File: src/rtl/load_store_unit_pkg.sv
// Shared types, Funct3 codes and lane tables for the load/store unit.
// Imported by the LSU top, its bus interface users and load_extend.
package load_store_unit_pkg;

  typedef enum logic [1:0] {
    S_IDLE,
    S_ACCESS,
    S_RESP
  } state_t;

  localparam logic [2:0] F3_B  = 3'b000;
  localparam logic [2:0] F3_H  = 3'b001;
  localparam logic [2:0] F3_W  = 3'b010;
  localparam logic [2:0] F3_BU = 3'b100;
  localparam logic [2:0] F3_HU = 3'b101;

  function automatic logic f3_legal(
    input logic       write,
    input logic [2:0] f3
  );
    logic ok;
    ok = 1'b0;
    unique case (f3)
      F3_B, F3_H, F3_W: ok = 1'b1;
      F3_BU, F3_HU:     ok = !write;
      default:          ok = 1'b0;
    endcase
    return ok;
  endfunction

  // f3[1:0] encodes the access size for every legal code
  function automatic logic f3_aligned(
    input logic [2:0] f3,
    input logic [1:0] off
  );
    logic ok;
    ok = 1'b1;
    unique case (f3[1:0])
      2'b01:   ok = !off[0];
      2'b10:   ok = (off == 2'b00);
      default: ok = 1'b1;
    endcase
    return ok;
  endfunction

  function automatic logic [3:0] byte_en(
    input logic       write,
    input logic [2:0] f3,
    input logic [1:0] off
  );
    logic [3:0] be;
    be = 4'b1111;
    if (write) begin
      unique case (f3)
        F3_B:    be = 4'b0001 << off;
        F3_H:    be = 4'b0011 << off;
        default: be = 4'b1111;
      endcase
    end
    return be;
  endfunction

  function automatic logic [31:0] lane_data(
    input logic [2:0]  f3,
    input logic [31:0] wd
  );
    logic [31:0] d;
    d = wd;
    unique case (f3)
      F3_B:    d = {4{wd[7:0]}};
      F3_H:    d = {2{wd[15:0]}};
      default: d = wd;
    endcase
    return d;
  endfunction

endpackage

File: src/rtl/load_store_unit_if.sv
// Data-memory valid/ready bus between the LSU (master)
// and the memory (slave).
interface load_store_unit_if #(
  parameter int ADDR_W = 32
);

  logic              BusValid;
  logic              BusWrite;
  logic [ADDR_W-1:0] BusAddr;
  logic [31:0]       BusWData;
  logic [3:0]        BusByteEn;
  logic              BusReady;
  logic [31:0]       BusRData;

  modport master (
    output BusValid,
    output BusWrite,
    output BusAddr,
    output BusWData,
    output BusByteEn,
    input  BusReady,
    input  BusRData
  );

  modport slave (
    input  BusValid,
    input  BusWrite,
    input  BusAddr,
    input  BusWData,
    input  BusByteEn,
    output BusReady,
    output BusRData
  );

endinterface

File: src/rtl/load_store_unit_extend.sv
// load_extend: picks the addressed byte/half of a read word
// and sign- or zero-extends it to 32 bits.
module load_extend
  import load_store_unit_pkg::*;
(
  input  logic [31:0] rdata,
  input  logic [1:0]  off,
  input  logic [2:0]  f3,
  output logic [31:0] data
);

  logic [31:0] shifted;
  logic [7:0]  b;
  logic [15:0] h;

  assign shifted = rdata >> {off, 3'b000};
  assign b       = shifted[7:0];
  assign h       = off[1] ? rdata[31:16] : rdata[15:0];

  always_comb begin
    data = rdata;
    unique case (f3)
      F3_B:    data = {{24{b[7]}}, b};
      F3_BU:   data = {24'd0, b};
      F3_H:    data = {{16{h[15]}}, h};
      F3_HU:   data = {16'd0, h};
      default: data = rdata;
    endcase
  end

endmodule

File: src/rtl/load_store_unit.sv
// Memory-access stage: FSM driving the data bus, stalling the PC.
// Optional bus timeout enabled by defining LSU_TIMEOUT_EN.
module load_store_unit
  import load_store_unit_pkg::*;
#(
  parameter int ADDR_W         = 32,
  parameter int TIMEOUT_CYCLES = 255
) (
  input  logic               CLK,
  input  logic               RESET,
  input  logic               MemReq,
  input  logic               MemWrite,
  input  logic [2:0]         Funct3,
  input  logic [31:0]        ALUResult,
  input  logic [31:0]        WriteData,
  output logic [31:0]        ReadDataOut,
  output logic               Stall,
  output logic               Fault,
  output logic               BusTimeout,
  load_store_unit_if.master  bus
);

  state_t            state;
  logic              write_q;
  logic [2:0]        f3_q;
  logic [1:0]        off_q;
  logic [ADDR_W-1:0] addr_q;
  logic [31:0]       wdata_q;
  logic [3:0]        be_q;
  logic              fault_q;
  logic [31:0]       rdo_q;
  logic [31:0]       ext;
  logic              req_ok;

`ifdef LSU_TIMEOUT_EN
  localparam int CW =
    (TIMEOUT_CYCLES > 1) ? $clog2(TIMEOUT_CYCLES) : 1;
  localparam logic [CW-1:0] LIM = CW'(TIMEOUT_CYCLES - 1);
  logic [CW-1:0] cnt;
  logic          tmo_q;
  assign BusTimeout = tmo_q;
`else
  assign BusTimeout = 1'b0;
`endif

  assign req_ok = f3_legal(MemWrite, Funct3)
                & f3_aligned(Funct3, ALUResult[1:0]);

  // Reset gates Stall so the PC is released while reset is held
  assign Stall = RESET & (
                   (state == S_IDLE && MemReq)
                 | (state == S_ACCESS));

  assign bus.BusValid  = (state == S_ACCESS);
  assign bus.BusWrite  = write_q;
  assign bus.BusAddr   = addr_q;
  assign bus.BusWData  = wdata_q;
  assign bus.BusByteEn = be_q;
  assign Fault         = fault_q;
  assign ReadDataOut   = rdo_q;

  load_extend u_ext (
    .rdata (bus.BusRData),
    .off   (off_q),
    .f3    (f3_q),
    .data  (ext)
  );

  always_ff @(posedge CLK or negedge RESET) begin
    if (!RESET) begin
      state   <= S_IDLE;
      write_q <= 1'b0;
      f3_q    <= 3'b000;
      off_q   <= 2'b00;
      addr_q  <= '0;
      wdata_q <= 32'd0;
      be_q    <= 4'b0000;
      fault_q <= 1'b0;
      rdo_q   <= 32'd0;
`ifdef LSU_TIMEOUT_EN
      cnt     <= '0;
      tmo_q   <= 1'b0;
`endif
    end else begin
      fault_q <= 1'b0;
`ifdef LSU_TIMEOUT_EN
      tmo_q   <= 1'b0;
`endif
      unique case (state)
        S_IDLE: begin
          if (MemReq && req_ok) begin
            state   <= S_ACCESS;
            write_q <= MemWrite;
            f3_q    <= Funct3;
            off_q   <= ALUResult[1:0];
            addr_q  <= ADDR_W'({ALUResult[31:2], 2'b00});
            wdata_q <= lane_data(Funct3, WriteData);
            be_q    <= byte_en(MemWrite, Funct3,
                               ALUResult[1:0]);
`ifdef LSU_TIMEOUT_EN
            cnt     <= '0;
`endif
          end else if (MemReq) begin
            state   <= S_RESP;
            fault_q <= 1'b1;
            rdo_q   <= 32'd0;
          end
        end
        S_ACCESS: begin
          if (bus.BusReady) begin
            state <= S_RESP;
            rdo_q <= write_q ? 32'd0 : ext;
          end
`ifdef LSU_TIMEOUT_EN
          else if (cnt == LIM) begin
            state <= S_RESP;
            tmo_q <= 1'b1;
            rdo_q <= 32'd0;
          end else begin
            cnt <= cnt + 1'b1;
          end
`endif
        end
        S_RESP:  state <= S_IDLE;
        default: state <= S_IDLE;
      endcase
    end
  end

endmodule

File: src/flat_wrapper.sv
// flat-port wrapper written by rule: the top's interface ports become plain ports
module load_store_unit_flat import load_store_unit_pkg::*;
#(
  parameter int ADDR_W         = 32,
  parameter int TIMEOUT_CYCLES = 255
)
  (CLK, RESET, MemReq, MemWrite, Funct3, ALUResult, WriteData, ReadDataOut, Stall, Fault, BusTimeout, bus_BusValid, bus_BusWrite, bus_BusAddr, bus_BusWData, bus_BusByteEn, bus_BusReady, bus_BusRData);
  load_store_unit_if #(.ADDR_W(ADDR_W)) bus_i ();
  input  logic CLK;
  input  logic RESET;
  input  logic MemReq;
  input  logic MemWrite;
  input  logic [2:0] Funct3;
  input  logic [31:0] ALUResult;
  input  logic [31:0] WriteData;
  output logic [31:0] ReadDataOut;
  output logic Stall;
  output logic Fault;
  output logic BusTimeout;
  output wire logic [$bits(bus_i.BusValid)-1:0] bus_BusValid;
  output wire logic [$bits(bus_i.BusWrite)-1:0] bus_BusWrite;
  output wire logic [$bits(bus_i.BusAddr)-1:0] bus_BusAddr;
  output wire logic [$bits(bus_i.BusWData)-1:0] bus_BusWData;
  output wire logic [$bits(bus_i.BusByteEn)-1:0] bus_BusByteEn;
  input wire logic [$bits(bus_i.BusReady)-1:0] bus_BusReady;
  input wire logic [$bits(bus_i.BusRData)-1:0] bus_BusRData;
  assign bus_BusValid = bus_i.BusValid;
  assign bus_BusWrite = bus_i.BusWrite;
  assign bus_BusAddr = bus_i.BusAddr;
  assign bus_BusWData = bus_i.BusWData;
  assign bus_BusByteEn = bus_i.BusByteEn;
  assign bus_i.BusReady = bus_BusReady;
  assign bus_i.BusRData = bus_BusRData;
  load_store_unit #(.ADDR_W(ADDR_W), .TIMEOUT_CYCLES(TIMEOUT_CYCLES)) u_core (.CLK(CLK), .RESET(RESET), .MemReq(MemReq), .MemWrite(MemWrite), .Funct3(Funct3), .ALUResult(ALUResult), .WriteData(WriteData), .ReadDataOut(ReadDataOut), .Stall(Stall), .Fault(Fault), .BusTimeout(BusTimeout), .bus(bus_i));
endmodule
File: config.mk
export PLATFORM = sky130hd
export DESIGN_NAME = load_store_unit_flat
export DESIGN_NICKNAME = d
export VERILOG_FILES = /design/src/rtl/load_store_unit_pkg.sv /design/src/rtl/load_store_unit_if.sv /design/src/rtl/load_store_unit_extend.sv /design/src/rtl/load_store_unit.sv /design/src/flat_wrapper.sv
export SDC_FILE = /design/constraint.sdc
export NUM_CORES = 1
export LEC_CHECK = 0
export CAP_MARGIN = 10
export CORE_ASPECT_RATIO = 1.75
export CORE_MARGIN = 2
export CORE_UTILIZATION = 30
export CTS_BUF_LIST = sky130_fd_sc_hd__clkbuf_16
export CTS_CLUSTER_SIZE = 12
export DETAILED_ROUTE_END_ITERATION = 8
export RECOVER_POWER = 100
export SLEW_MARGIN = 15
export SYNTH_ARGS = -nofsm -noshare
export SYNTH_HDL_FRONTEND = slang
export SYNTH_SLANG_ARGS = --single-unit
File: constraint.sdc
create_clock -name CLK -period 2.05 [get_ports CLK]
set_clock_uncertainty 0.2 [all_clocks]
set_input_delay 0.205 -clock CLK [delete_from_list [all_inputs] [get_ports CLK]]
set_output_delay 0.205 -clock CLK [all_outputs]
set_load 0.005 [all_outputs]
Yosys cells after proc, flatten, opt, wreduce, memory -nomap -nowiden
Cells that the tools add are included.
{"block": "classes", "add_sub_neg": 0, "n_mul": 0, "n_div": 0, "magnitude_cmp": 0, "eq_ne": 14, "shifts": 3, "muxes": 19, "n_bitwise": 3, "reduce_logical": 14}
{"cell": "$mux 32", "count": 4}
{"cell": "$pmux 32 s2", "count": 2}
{"cell": "$pmux 32 s4", "count": 1}
{"cell": "$shr 32x5->8", "count": 1}
{"cell": "$mux 16", "count": 1}
{"cell": "$eq 3x3->1 const B", "count": 4}
{"cell": "$pmux 4 s2", "count": 1}
{"cell": "$eq 3x1->1 const B", "count": 2}
{"cell": "$logic_not 3->1", "count": 2}
{"cell": "$mux 2", "count": 3}
{"cell": "$eq 2x1->1 const B", "count": 2}
{"cell": "$logic_not 2->1", "count": 2}
{"cell": "$mux 4", "count": 1}
{"cell": "$ne 2x2->1 const B", "count": 2}
{"cell": "$pmux 1 s2", "count": 2}
{"cell": "$pmux 2 s2", "count": 1}
{"cell": "$reduce_and 2->1", "count": 2}
{"cell": "$reduce_and 4->1", "count": 1}
{"cell": "$shl 1x2->4 const A", "count": 1}
{"cell": "$shl 2x2->4 const A", "count": 1}
{"cell": "$eq 3x2->1 const B", "count": 1}
{"cell": "$mux 1", "count": 3}
{"cell": "$ne 3x3->1 const B", "count": 1}
{"cell": "$reduce_or 3->1", "count": 1}
{"cell": "other kinds (8)", "count": 11}
{"block": "word_totals", "reg_bits": 107, "latch_bits": 0, "ram_bits": 0, "rom_bits": 0, "in_bits": 104, "output_inout_bits": 105, "wordCells": 62, "mem_count": 0}

Depth between registers and ports, before layout
Gate-level depths: netlist of run 1.
{"block": "depth", "word_depth": 7, "ltp_mapped": 9, "depth_no_buf": 6}

Hierarchy
Synthesis of run 1 repeated with hierarchy kept, for this count alone.
{"block": "hier_totals", "cells_unflattened": 431, "hier_area_um2": 5346.4}
{"module": "load_store_unit", "n_inst": 1, "cells_per_inst": 322, "area_per_inst_um2": 4718.3}
{"module": "load_extend", "n_inst": 1, "cells_per_inst": 109, "area_per_inst_um2": 628.1}

Worst setup path after synthesis of run 1
OpenSTA, ideal clock, no wires.
{"block": "synth_timing", "path_type": "in2reg", "from": "in Funct3[0]", "to": "reg u_core.wdata_q[23] (netlist: u_core.bus.BusWData[23])", "t_arrival_ns": 1.705, "path_slack_ns": 0.020, "cell_stages": 7, "path_buffers": 2, "path_cell_list": "inv_1 ha_1 buf_4 o21bai_2 buf_2 mux2_2 mux2_4"}
{"block": "synth_between", "elab_chain_len": 6, "word_cells_on_any_way": 15, "cone_classes": "eq/ne: 6; mux: 3; bitwise: 1; reduce/logical: 5"}
{"item": "start, declared", "line_no": "flat_wrapper.sv:13", "rtl": "input logic [2:0] Funct3;"}
{"item": "$eq 3x2->1 (tied with other cells)", "line_no": "load_store_unit_pkg.sv:23", "rtl": "unique case (f3)"}
{"item": "$reduce_or 3->1 / $reduce_or 2->1 (equally long branches)", "line_no": "load_store_unit_pkg.sv:23"}
{"item": "$pmux 1 s2", "line_no": "load_store_unit_pkg.sv:23"}
{"item": "$and 1x1->1", "line_no": "load_store_unit.sv:47", "rtl": "& f3_aligned(Funct3, ALUResult[1:0]);"}
{"item": "$logic_and 1x1->1", "line_no": "load_store_unit.sv:91", "rtl": "if (MemReq && req_ok) begin"}
{"item": "$reduce_and 2->1 (no source line)"}
{"item": "end signal, assigned", "line_no": "load_store_unit.sv:97", "rtl": "wdata_q <= lane_data(Funct3, WriteData);"}
{"item": "end, declared", "line_no": "load_store_unit.sv:28", "rtl": "logic [31:0] wdata_q;"}
Several ways; a longest one is shown, not always the timed one.
A chain may end at the register's enable or synchronous reset.

Final worst setup path of run 1
{"block": "layout_timing", "from": "reg u_core.state[1]", "to": "out bus_BusValid"}
{"block": "layout_between", "elab_chain_len": 1}
{"item": "start, declared", "line_no": "load_store_unit.sv:23", "rtl": "state_t state;"}
{"item": "start signal, assigned", "line_no": "load_store_unit.sv:71", "rtl": "state <= S_IDLE;"}
{"item": "start signal, assigned", "line_no": "load_store_unit.sv:92", "rtl": "state <= S_ACCESS;"}
{"item": "start signal, assigned", "line_no": "load_store_unit.sv:104", "rtl": "state <= S_RESP;"}
{"item": "$eq 2x1->1", "line_no": "load_store_unit.sv:54", "rtl": "assign bus.BusValid = (state == S_ACCESS);"}
{"item": "end, declared", "line_no": "flat_wrapper.sv:20", "rtl": "output wire logic [$bits(bus_i.BusValid)-1:0] bus_BusValid;"}
Every way passes these cells.

==> flow_summary_export.csv, run 1 <==
group,metric,value,unit
worst_setup_path,end_kind,"output pin",
power_and_ir_drop,p_leak,3.645,nW
hold_path,worstHoldPathType,"input port to flop",
power_and_ir_drop,p_seq_frac,0.398,
worst_setup_path,cp.arrival,1600,ps
finish,instances_no_fill,913,
worst_setup_path,r2r_slack,190,ps
routing,drc,0,
clocking,numCtsBuffers,9,
die,ios,209,
placed_design,dpl.hpwl,12600,um
die,die-area,19050,um2
timing,max_clock_freq,0.4984,GHz
grt,antenna_found_initial,0,
grt,grt_max_degree,108,
synthesis,async_reset_ff_frac,1.000,
clocking,clk_latency,350,ps
finish,antenna_cells,0,
worst_setup_path,reg2regPathDepth,5,
power_and_ir_drop,switching_share,0.3091,
clocking,path_clk_slew,70,ps
worst_setup_path,critPathMaxStageDelay,570,ps
routing,drtIter0Drc,162,
power_and_ir_drop,net-switching-power,0.002582,W
finish,final_util,0.4619,
synthesis,syn_inst,447,
synthesis,synth_cell_types,39,
outcome,status,"completed",
synthesis,avgSynthCellArea,12.02,um2
clocking,ctsRootBufferMaster,"clkbuf_16",
timing,drv_slew,0,
routing,drt_wl_total,16640,um
worst_setup_path,crit_start,"u_core.state[1]",
die,die_h,181.1,um
power_and_ir_drop,power-per-cell-area,1031,nW/um2
timing,slew-limit-headroom,0.3384,
grt,grt_pass1_vias,4822,
worst_setup_path,critPathLaunchType,"flop",
routing,drt-wirelength-per-cell,18.22,um
timing,hold_viol_final,0,
synthesis,synth_area_leaders,"dfrtp_1 50%, mux2_4 18%, nand2_1 4.3%",
clocking,cts_buffer_depth,2,
routing,vias_per_cell,4.826,
synthesis,synth_seq_area_share,0.4981,
die,rows,64,
synthesis,ys_ff_latch,107,
placed_design,dp_cells,894,
worst_setup_path,crit_chain,"nand2b_1, inv_1, clkdlybuf4s50_1",
worst_setup_path,r2r_end,"u_core.ReadDataOut[4]",
synthesis,synth_top_area_share,0.4981,
synthesis,synth_warnings,0,
worst_setup_path,endpoint,"bus_BusValid",
placed_design,port_buffers,205,
die,core,17540,um2
synthesis,ys.flop_type,"dfrtp_1",
finish,syn2layout_area_growth,50.70,%
worst_setup_path,slowest_stage,"clkdlybuf4s50_1",
timing,rsz0062_at_grt,"false",
worst_setup_path,required,1640,ps
power_and_ir_drop,comb_power_share,0.410,
power_and_ir_drop,internal_power,0.005771,W
timing,final-setup-viol-count,0,
timing,finalCritPeriodShare,0.9788,
synthesis,synth_largest_area_cell,"dfrtp_1",
synthesis,synth_edf_count,0,
worst_setup_path,cp_max_fo,5,
finish,drive_gt1_frac,0.1628,
power_and_ir_drop,vdd_ir_drop_max,0.4443,mV
placed_design,place_area,7936,um2
routing,ant_nets,0,
worst_setup_path,r2r-start,"u_core.off_q[0]",
placed_design,globalplace.congestion,0.8143,
grt,grt_overflow_total,0,
grt,grt_pass1_wl,26730,um
worst_setup_path,critPathKind,"flop to output pin",
flow_run,drv_cap,0,
synthesis,synth_area,5375,um2
die,die_x,105.2,um
clocking,cts_tree,"done",
routing,firstDrtPassIters,4,
finish,design_area,8100,um2
timing,fin_crit,2006,ps
timing,whs,171.0,ps
finish,final_nets,784,
routing,vias,4406,
clocking,htree_levels,3,
grt,track_usage,0.1790,
die,start_util,0.3065,
power_and_ir_drop,clkPwrFrac,0.192,
timing,worstMarginPinSlew,992.5,ps
power_and_ir_drop,p_total,0.008353,W
clocking,cts_sinks,107,
==> state kept, by name, summed over array words and instances (netlist names) <==
name / cells
u_core.bus.BusWData: 32
u_core.bus.BusByteEn: 4
u_core.bus.BusAddr: 30
u_core.state: 2
u_core.Fault: 1
u_core.off_q: 2
u_core.bus.BusWrite: 1
u_core.ReadDataOut: 32
u_core.f3_q: 3
==> through the flow <==
step / setup slack, ps / TNS, ps
floorplan: 20.37 / 0
global placement: -349.6 / -29980
detailed placement: -413.3 / -35770
CTS: 4.107 / 0
global route: 0.8975 / 0
finish: 43.50 / 0
==> worst max-delay path: cells and delay by family (launching register included) <==
family / cells / cell delay [ps]
and+or+nand+nor: 1 / 190
DFF: 1 / 420
buffers and inverters: 2 / 650
==> cell type report <==
cell class | count | area [um2]
clock buffers | 9 | 225.2
well taps | 231 | 289.0
repair buffers | 251 | 2462
fillers | 1641 | 9437
flip-flops and latches | 107 | 2678
multi-input cells | 297 | 2369
inverters | 11 | 41.29
clock inverters | 7 | 36.28
==> metal layers <==
| layer | GRT usage | part of all wire | vias to the layer above | wire length, um |
|---|---|---|---|---|
| met2 | 0.3236 | 0.55 | 141 | 9115 |
| met1 | 0.2000 | 0.37 | 2163 | 6206 |
| met3 | 0.03319 | 0.044 | 36 | 731 |
| met5 | 0 | 0 | - | 0 |
| li1 | - | - | 2066 | - |
| met4 | 0.08267 | 0.035 | 0 | 584 |
==> cells in the mapped netlist, drive strengths merged, types with 3 or more instances <==
cell	number
clkbuf	7
nand2b	5
nor3	3
nor3b	3
o221ai	8
ha	3
inv	10
nand2	61
o22ai	6
o211ai	17
mux2i	6
dfrtp	107
nand3b	7
nor2	5
buf	27
nor2b	11
a22o	8
mux2	77
a22oi	8
a2bb2oi	7
o21ai	24
a211o	8
a21oi	19
==> placed cells by master, fill, tap and decap left out, drive strengths merged, types with 2 or more instances in the layout <==
cell,instances
mux2,77
nand2b,5
nor3,3
a22o,8
dlygate4sd2,2
clkbuf,18
ha,3
o22ai,6
nor2b,11
o221ai,8
a2bb2oi,7
clkdlybuf4s50,100
buf,37
dfrtp,107
nor2,5
nor3b,3
clkinv,6
conb,3
nand2,61
nand3b,7
o21ai,24
a21oi,19
a22oi,8
inv,11
dlygate4sd3,101
a211o,8
o211ai,17
mux2i,6
==> power by group through the flow <==
stage          sequential, W  clock, W  combinational, W
6_report             0.00332   0.00160           0.00343
5_1_grt              0.00344   0.00173           0.00370
4_1_cts              0.00338   0.00165           0.00399
3_5_place_dp         0.00339         0           0.00396
3_3_place_gp         0.00338         0           0.00388
2_1_floorplan        0.00335         0           0.00170
==> worst min-delay path by stage <==
stage / startpoint / endpoint / slack (ps) / cells past startpoint
6_report: ALUResult[0] / u_core.off_q[0] / 170 / 3
5_1_grt: ALUResult[0] / u_core.off_q[0] / 170 / 3
4_1_cts: Funct3[1] / u_core.f3_q[1] / 210 / 4
3_5_place_dp: RESET / u_core.bus.BusAddr[23] / 180 / 2
3_3_place_gp: RESET / u_core.bus.BusAddr[25] / 170 / 2
2_1_floorplan: RESET / u_core.Fault / -290 / 0
==> cell families (layout without fill, tap and decap cells) <==
kind of cell / Yosys count / after routing / share of synthesized area
compound gates: 110 / 110 / 0.1425
fa+ha+maj: 3 / 3 / 0.006984
buf+inv: 45 / 278 / 0.04702
flops: 107 / 107 / 0.4981
mux: 83 / 83 / 0.2186
other cells: 1 / 3 / 0.0006977
simple gates: 98 / 98 / 0.08613
==> what timing repair did <==
item / 4_1_cts / 5_1_grt
hold endpoints to repair: 107 / 0
setup endpoints to repair: 52 / 16
gates resized for setup: 9 / 4
cloned: 1 / 0
pin swaps: 2 / 1
setup buffers: 1 / 0
hold buffers: 1 / 0
Power figures use the tool's default switching activity.
==> run 2: changes to the inputs <==
--- a/config.mk
+++ b/config.mk
@@ -10,7 +10,6 @@
 export CORE_MARGIN = 2
 export CORE_UTILIZATION = 30
 export CTS_BUF_LIST = sky130_fd_sc_hd__clkbuf_16
-export CTS_CLUSTER_SIZE = 12
 export DETAILED_ROUTE_END_ITERATION = 8
 export RECOVER_POWER = 100
 export SLEW_MARGIN = 15
==> constraint.sdc (replaced) <==
create_clock -name CLK -period 2.1 [get_ports CLK]
set_clock_uncertainty 0.2 [all_clocks]
set_input_delay 0.21 -clock CLK [delete_from_list [all_inputs] [get_ports CLK]]
set_output_delay 0.21 -clock CLK [all_outputs]
set_load 0.005 [all_outputs]
==> run 2 against run 1 <==
  * Worst setup slack improved by 8.4 ps
  * Combinational power increased by 4%
  * Sequential power decreased by 2%
  * Via count increased by 0.20%
  * Highest routed layer unchanged
==> flow_summary_export.csv, run 2 (synthesis gave the netlist of run 1 again) <==
group,metric,value,unit
routing,drt_wl_total,16510,um
hold_path,min_path_cells,5,
finish,fill_cells,1616,
timing,whs,172.8,ps
routing,vias,4415,
die,die_x,105.2,um
grt,antenna_found_initial,0,
grt,grt_max_degree,108,
power_and_ir_drop,switching_share,0.2895,
power_and_ir_drop,comb_power_share,0.406,
worst_setup_path,cp_max_fo,11,
finish,syn2layout_area_growth,55.68,%
placed_design,port_buffers,205,
clocking,cts_tree,"done",
timing,tns,0,ps
worst_setup_path,end_kind,"flop",
placed_design,dp_cells,896,
outcome,status,"completed",
hold_path,hold_start,"Funct3[0]",
timing,slew-limit-headroom,0.3389,
finish,final_nets,786,
power_and_ir_drop,internal_power,0.006258,W
timing,worstMarginPinSlew,991.6,ps
hold_path,hold_end,"u_core.f3_q[0]",
worst_setup_path,critPathKind,"input port to flop",
finish,final_common_cell,"dfrtp_1",
finish,antenna_cells,0,
timing,fin_crit,2048,ps
grt,grt_overflow_total,0,
timing,max_clock_freq,0.4883,GHz
power_and_ir_drop,clkPwrFrac,0.225,
finish,multi_input_area,2481,um2
clocking,cts_buffer_depth,2,
clocking,htree_levels,3,
die,die_h,181.1,um
power_and_ir_drop,net-switching-power,0.002549,W
timing,hold_viol_final,0,
die,core,17540,um2
worst_setup_path,r2r-start,"u_core.f3_q[0]",
timing,drv_slew,0,
worst_setup_path,required,2130,ps
power_and_ir_drop,p_seq_frac,0.369,
die,start_util,0.3065,
hold_path,worstHoldPathType,"input port to flop",
die,die-area,19050,um2
worst_setup_path,r2r_end,"u_core.ReadDataOut[4]",
grt,track_usage,0.1731,
worst_setup_path,critPathLaunchType,"input port",
routing,drt-wirelength-per-cell,18.04,um
worst_setup_path,reg2regPathDepth,5,
timing,finalCritPeriodShare,0.9753,
placed_design,globalplace.congestion,0.8138,
clocking,path_clk_slew,80,ps
finish,drive_gt1_frac,0.2164,
finish,layout_common_cells,"107 x dfrtp_1, 103 x clkdlybuf4s50_1, 101 x dlygate4sd3_1",
flow_run,drv_cap,0,
routing,ant_nets,0,
clocking,cts_sinks,107,
power_and_ir_drop,power-per-cell-area,1053,nW/um2
power_and_ir_drop,vdd_ir_drop_max,0.4531,mV
routing,firstDrtPassIters,5,
grt,grt_pass1_vias,4824,
die,rows,64,
finish,regArea,2678,um2
clocking,numCtsBuffers,9,
worst_setup_path,cp.arrival,2080,ps
routing,vias_per_cell,4.825,
finish,instances_no_fill,915,
grt,grt_pass1_wl,26030,um
placed_design,dpl.hpwl,12500,um
timing,rsz0062_at_grt,"true",
finish,final_util,0.4772,
die,ios,209,
worst_setup_path,r2r_slack,250,ps
clocking,clk_latency,340,ps
timing,final-setup-viol-count,0,
clocking,ctsRootBufferMaster,"clkbuf_16",
routing,drtIter0Drc,108,
power_and_ir_drop,p_leak,3.865,nW
routing,drc,0,
-- run 2: cell type report --
class,count,area share
sequential,107,0.3200
timing repair buffer,253,0.3025
multi-input combinational,297,0.2965
tap,231,0.03454
clock buffer,9,0.02691
clock inverter,7,0.01465
inverter,11,0.004934
-- run 2: how the worst max path moves through the flow --
stage / depth (start not counted) / startpoint / endpoint
2_1_floorplan: 7 / Funct3[0] / u_core.bus.BusWData[23]
3_3_place_gp: 9 / Funct3[1] / u_core.bus.BusAddr[27]
3_5_place_dp: 9 / Funct3[0] / u_core.bus.BusAddr[20]
4_1_cts: 9 / Funct3[0] / u_core.bus.BusAddr[15]
5_1_grt: 9 / Funct3[1] / u_core.bus.BusAddr[19]
6_report: 9 / Funct3[1] / u_core.bus.BusAddr[11]
-- run 2: through the flow --
stage | instance area, um2 | total power, W | worst slack [ps]
2_1_floorplan | 5383 | 0.004932 | 65.37
3_3_place_gp | 7951 | 0.007096 | -298.8
3_5_place_dp | 7951 | 0.007161 | -355.4
4_1_cts | 8309 | 0.009212 | 19.60
5_1_grt | 8368 | 0.009337 | -18.13
6_report | 8368 | 0.008807 | 51.88
-- run 2: worst max-delay path: stages --
cell	delay [ps]
clkdlybuf4s50_1	430
inv_1	110
ha_2	270
nand2b_1	120
o311ai_4	80
nand4_1	190
buf_6	190
clkbuf_16	180
mux2_4	300
-- run 2: metal layers --
metal | track usage | share of wire
met3 | 0.03391 | 0.044
met1 | 0.1938 | 0.38
met4 | 0.06027 | 0.027
met2 | 0.3208 | 0.55
met5 | 0 | 0
-- run 2: power by group through the flow --
stage,clock (W),combinational (W),sequential (W)
global placement,0,0.00380,0.00329
CTS,0.00205,0.00387,0.00329
finish,0.00198,0.00357,0.00325
detailed placement,0,0.00387,0.00329
floorplan,0,0.00166,0.00327
global route,0.00213,0.00385,0.00336
-- run 2: timing repair --
action	in CTS	in global routing
gates resized for setup	0	10
endpoints found under the hold margin	107	0
setup buffers	0	1
hold buffers	1	0
setup endpoints to repair	0	74
==> run 3: changes to the inputs <==
--- a/config.mk
+++ b/config.mk
@@ -5,6 +5,7 @@
 export SDC_FILE = /design/constraint.sdc
 export NUM_CORES = 1
 export LEC_CHECK = 0
+export ABC_CLOCK_PERIOD_IN_PS = 2100
 export CAP_MARGIN = 10
 export CORE_ASPECT_RATIO = 1.75
 export CORE_MARGIN = 2
@@ -12,6 +13,7 @@
 export CTS_BUF_LIST = sky130_fd_sc_hd__clkbuf_16
 export DETAILED_ROUTE_END_ITERATION = 8
 export RECOVER_POWER = 100
+export SKIP_CTS_REPAIR_TIMING = 1
 export SLEW_MARGIN = 15
 export SYNTH_ARGS = -nofsm -noshare
 export SYNTH_HDL_FRONTEND = slang
==> run 3 against run 2 <==
  * Total power is essentially flat
  * Register-to-register slack got worse by 20 ps
  * Non-clock buffer count did not move
  * Global-route usage unchanged
  * Largest cell class unchanged
  * Critical path type unchanged
  * Via count grew 0.25%
  * Clock power about the same
  * Largest power group unchanged
==> flow_summary_export.csv, run 3 (synthesis gave the netlist of run 1 again) <==
group,metric,value,unit
outcome,status,"completed",
worst_setup_path,critPathKind,"input port to flop",
power_and_ir_drop,p_leak,3.865,nW
routing,drt-wirelength-per-cell,18.06,um
clocking,numCtsBuffers,9,
clocking,ctsRootBufferMaster,"clkbuf_16",
routing,firstDrtPassIters,4,
clocking,cts_sinks,107,
timing,finalCritPeriodShare,0.9764,
routing,drt_wl_total,16530,um
power_and_ir_drop,clkPwrFrac,0.225,
placed_design,dp_cells,896,
grt,grt_max_degree,108,
power_and_ir_drop,vdd_ir_drop_max,0.4529,mV
clocking,path_clk_slew,80,ps
timing,worstMarginPinSlew,995.4,ps
finish,layout_common_cells,"107 x dfrtp_1, 103 x clkdlybuf4s50_1, 101 x dlygate4sd3_1",
timing,worst_slack,49.59,ps
grt,grt_pass1_vias,4818,
power_and_ir_drop,switching_share,0.2892,
clocking,clk_latency,340,ps
timing,final-setup-viol-count,0,
placed_design,globalplace.congestion,0.8138,
power_and_ir_drop,net-switching-power,0.002546,W
worst_setup_path,required,2130,ps
routing,ant_nets,0,
timing,rsz0062_at_grt,"true",
timing,slew-limit-headroom,0.3364,
timing,fin_crit,2050,ps
power_and_ir_drop,internal_power,0.006258,W
power_and_ir_drop,p_seq_frac,0.369,
die,ios,209,
die,core,17540,um2
timing,drv_slew,0,
finish,antenna_cells,0,
clocking,cts_tree,"done",
die,rows,64,
routing,vias,4426,
timing,max_clock_freq,0.4877,GHz
flow_run,drv_cap,0,
routing,vias_per_cell,4.837,
hold_path,worstHoldPathType,"input port to flop",
grt,antenna_found_initial,0,
finish,fill_cells,1616,
placed_design,dpl.hpwl,12500,um
clocking,htree_levels,3,
die,die_x,105.2,um
grt,grt_pass1_wl,26030,um
placed_design,port_buffers,205,
worst_setup_path,cp_max_fo,11,
timing,hold_viol_final,0,
grt,track_usage,0.1731,
clocking,cts_buffer_depth,2,
routing,drtIter0Drc,95,
finish,design_area,8368,um2
finish,final_common_cell,"dfrtp_1",
power_and_ir_drop,power-per-cell-area,1052,nW/um2
grt,grt_overflow_total,0,
die,die_h,181.1,um
placed_design,place_area,7951,um2
worst_setup_path,critPathLaunchType,"input port",
routing,drc,0,
finish,drive_gt1_frac,0.2164,
placed_design,pre_cts_ws,-355.4,ps
finish,syn2layout_area_growth,55.68,%
die,die-area,19050,um2
power_and_ir_drop,comb_power_share,0.406,
worst_setup_path,end_kind,"flop",
worst_setup_path,cp.arrival,2080,ps
die,start_util,0.3065,
finish,final_nets,786,
finish,instances_no_fill,915,
run 3: cell counts in the layout (fill, tap and decap cells not counted):
No cell type changed its count.
run 3: final cells by class:
| type | instances | area [um2] | area share |
|---|---|---|---|
| clock buffer | 9 | 225.2 | 0.02691 |
| clock inverter | 7 | 122.6 | 0.01465 |
| inverter | 11 | 41.29 | 0.004934 |
| multi-input combinational | 297 | 2481 | 0.2965 |
| sequential | 107 | 2678 | 0.3200 |
| tap | 231 | 289.0 | 0.03454 |
| timing repair buffer | 253 | 2531 | 0.3025 |
run 3: power by group through the flow:
stage                     clock [W]  sequential [W]  combinational [W]
after floorplan                   0         0.00327            0.00166
after global placement            0         0.00329            0.00380
after detailed placement          0         0.00329            0.00387
after CTS                   0.00205         0.00329            0.00387
after global routing        0.00213         0.00336            0.00385
final                       0.00198         0.00325            0.00357
run 3: final timing paths:
path	start	endpoint	slack, ps	depth (start not counted)
worst min-delay path	Funct3[0]	u_core.f3_q[0]	170	5
max in group asynchronous	RESET	u_core.bus.BusWData[8]	560	3
worst max-delay path	Funct3[1]	u_core.bus.BusAddr[11]	50	9
worst max register to register	u_core.f3_q[0]	u_core.ReadDataOut[0]	230	5
min in group asynchronous	RESET	u_core.bus.BusAddr[23]	480	3
worst min register to register	u_core.bus.BusWData[31]	u_core.bus.BusWData[31]	310	1
run 3: stage by stage:
stage	power [W]	util	hold slack, ps	TNS, ps
floorplan	0.004932	-	-285.6	0
global placement	0.007096	0.4534	173.5	-24880
detailed placement	0.007161	0.4534	185.1	-29770
CTS	0.009211	0.4732	-190.7	0
global route	0.009337	0.4772	192.4	-166.7
finish	0.008804	0.4772	172.8	0
run 3: metal layers:
layer | global-route usage | vias up | wire length, um | share of wire
li1 | - | 2066 | - | -
met1 | 0.1938 | 2198 | 6234 | 0.38
met2 | 0.3208 | 139 | 9120 | 0.55
met3 | 0.03391 | 23 | 721 | 0.044
met4 | 0.06027 | 0 | 452 | 0.027
met5 | 0 | - | 0 | 0
run 3: worst max-delay path, stage by stage:
cell and delay (ps):
clkdlybuf4s50_1 430, inv_1 110, ha_2 270, nand2b_1 120, o311ai_4 80, nand4_1 190
buf_6 190, clkbuf_16 180, mux2_4 300
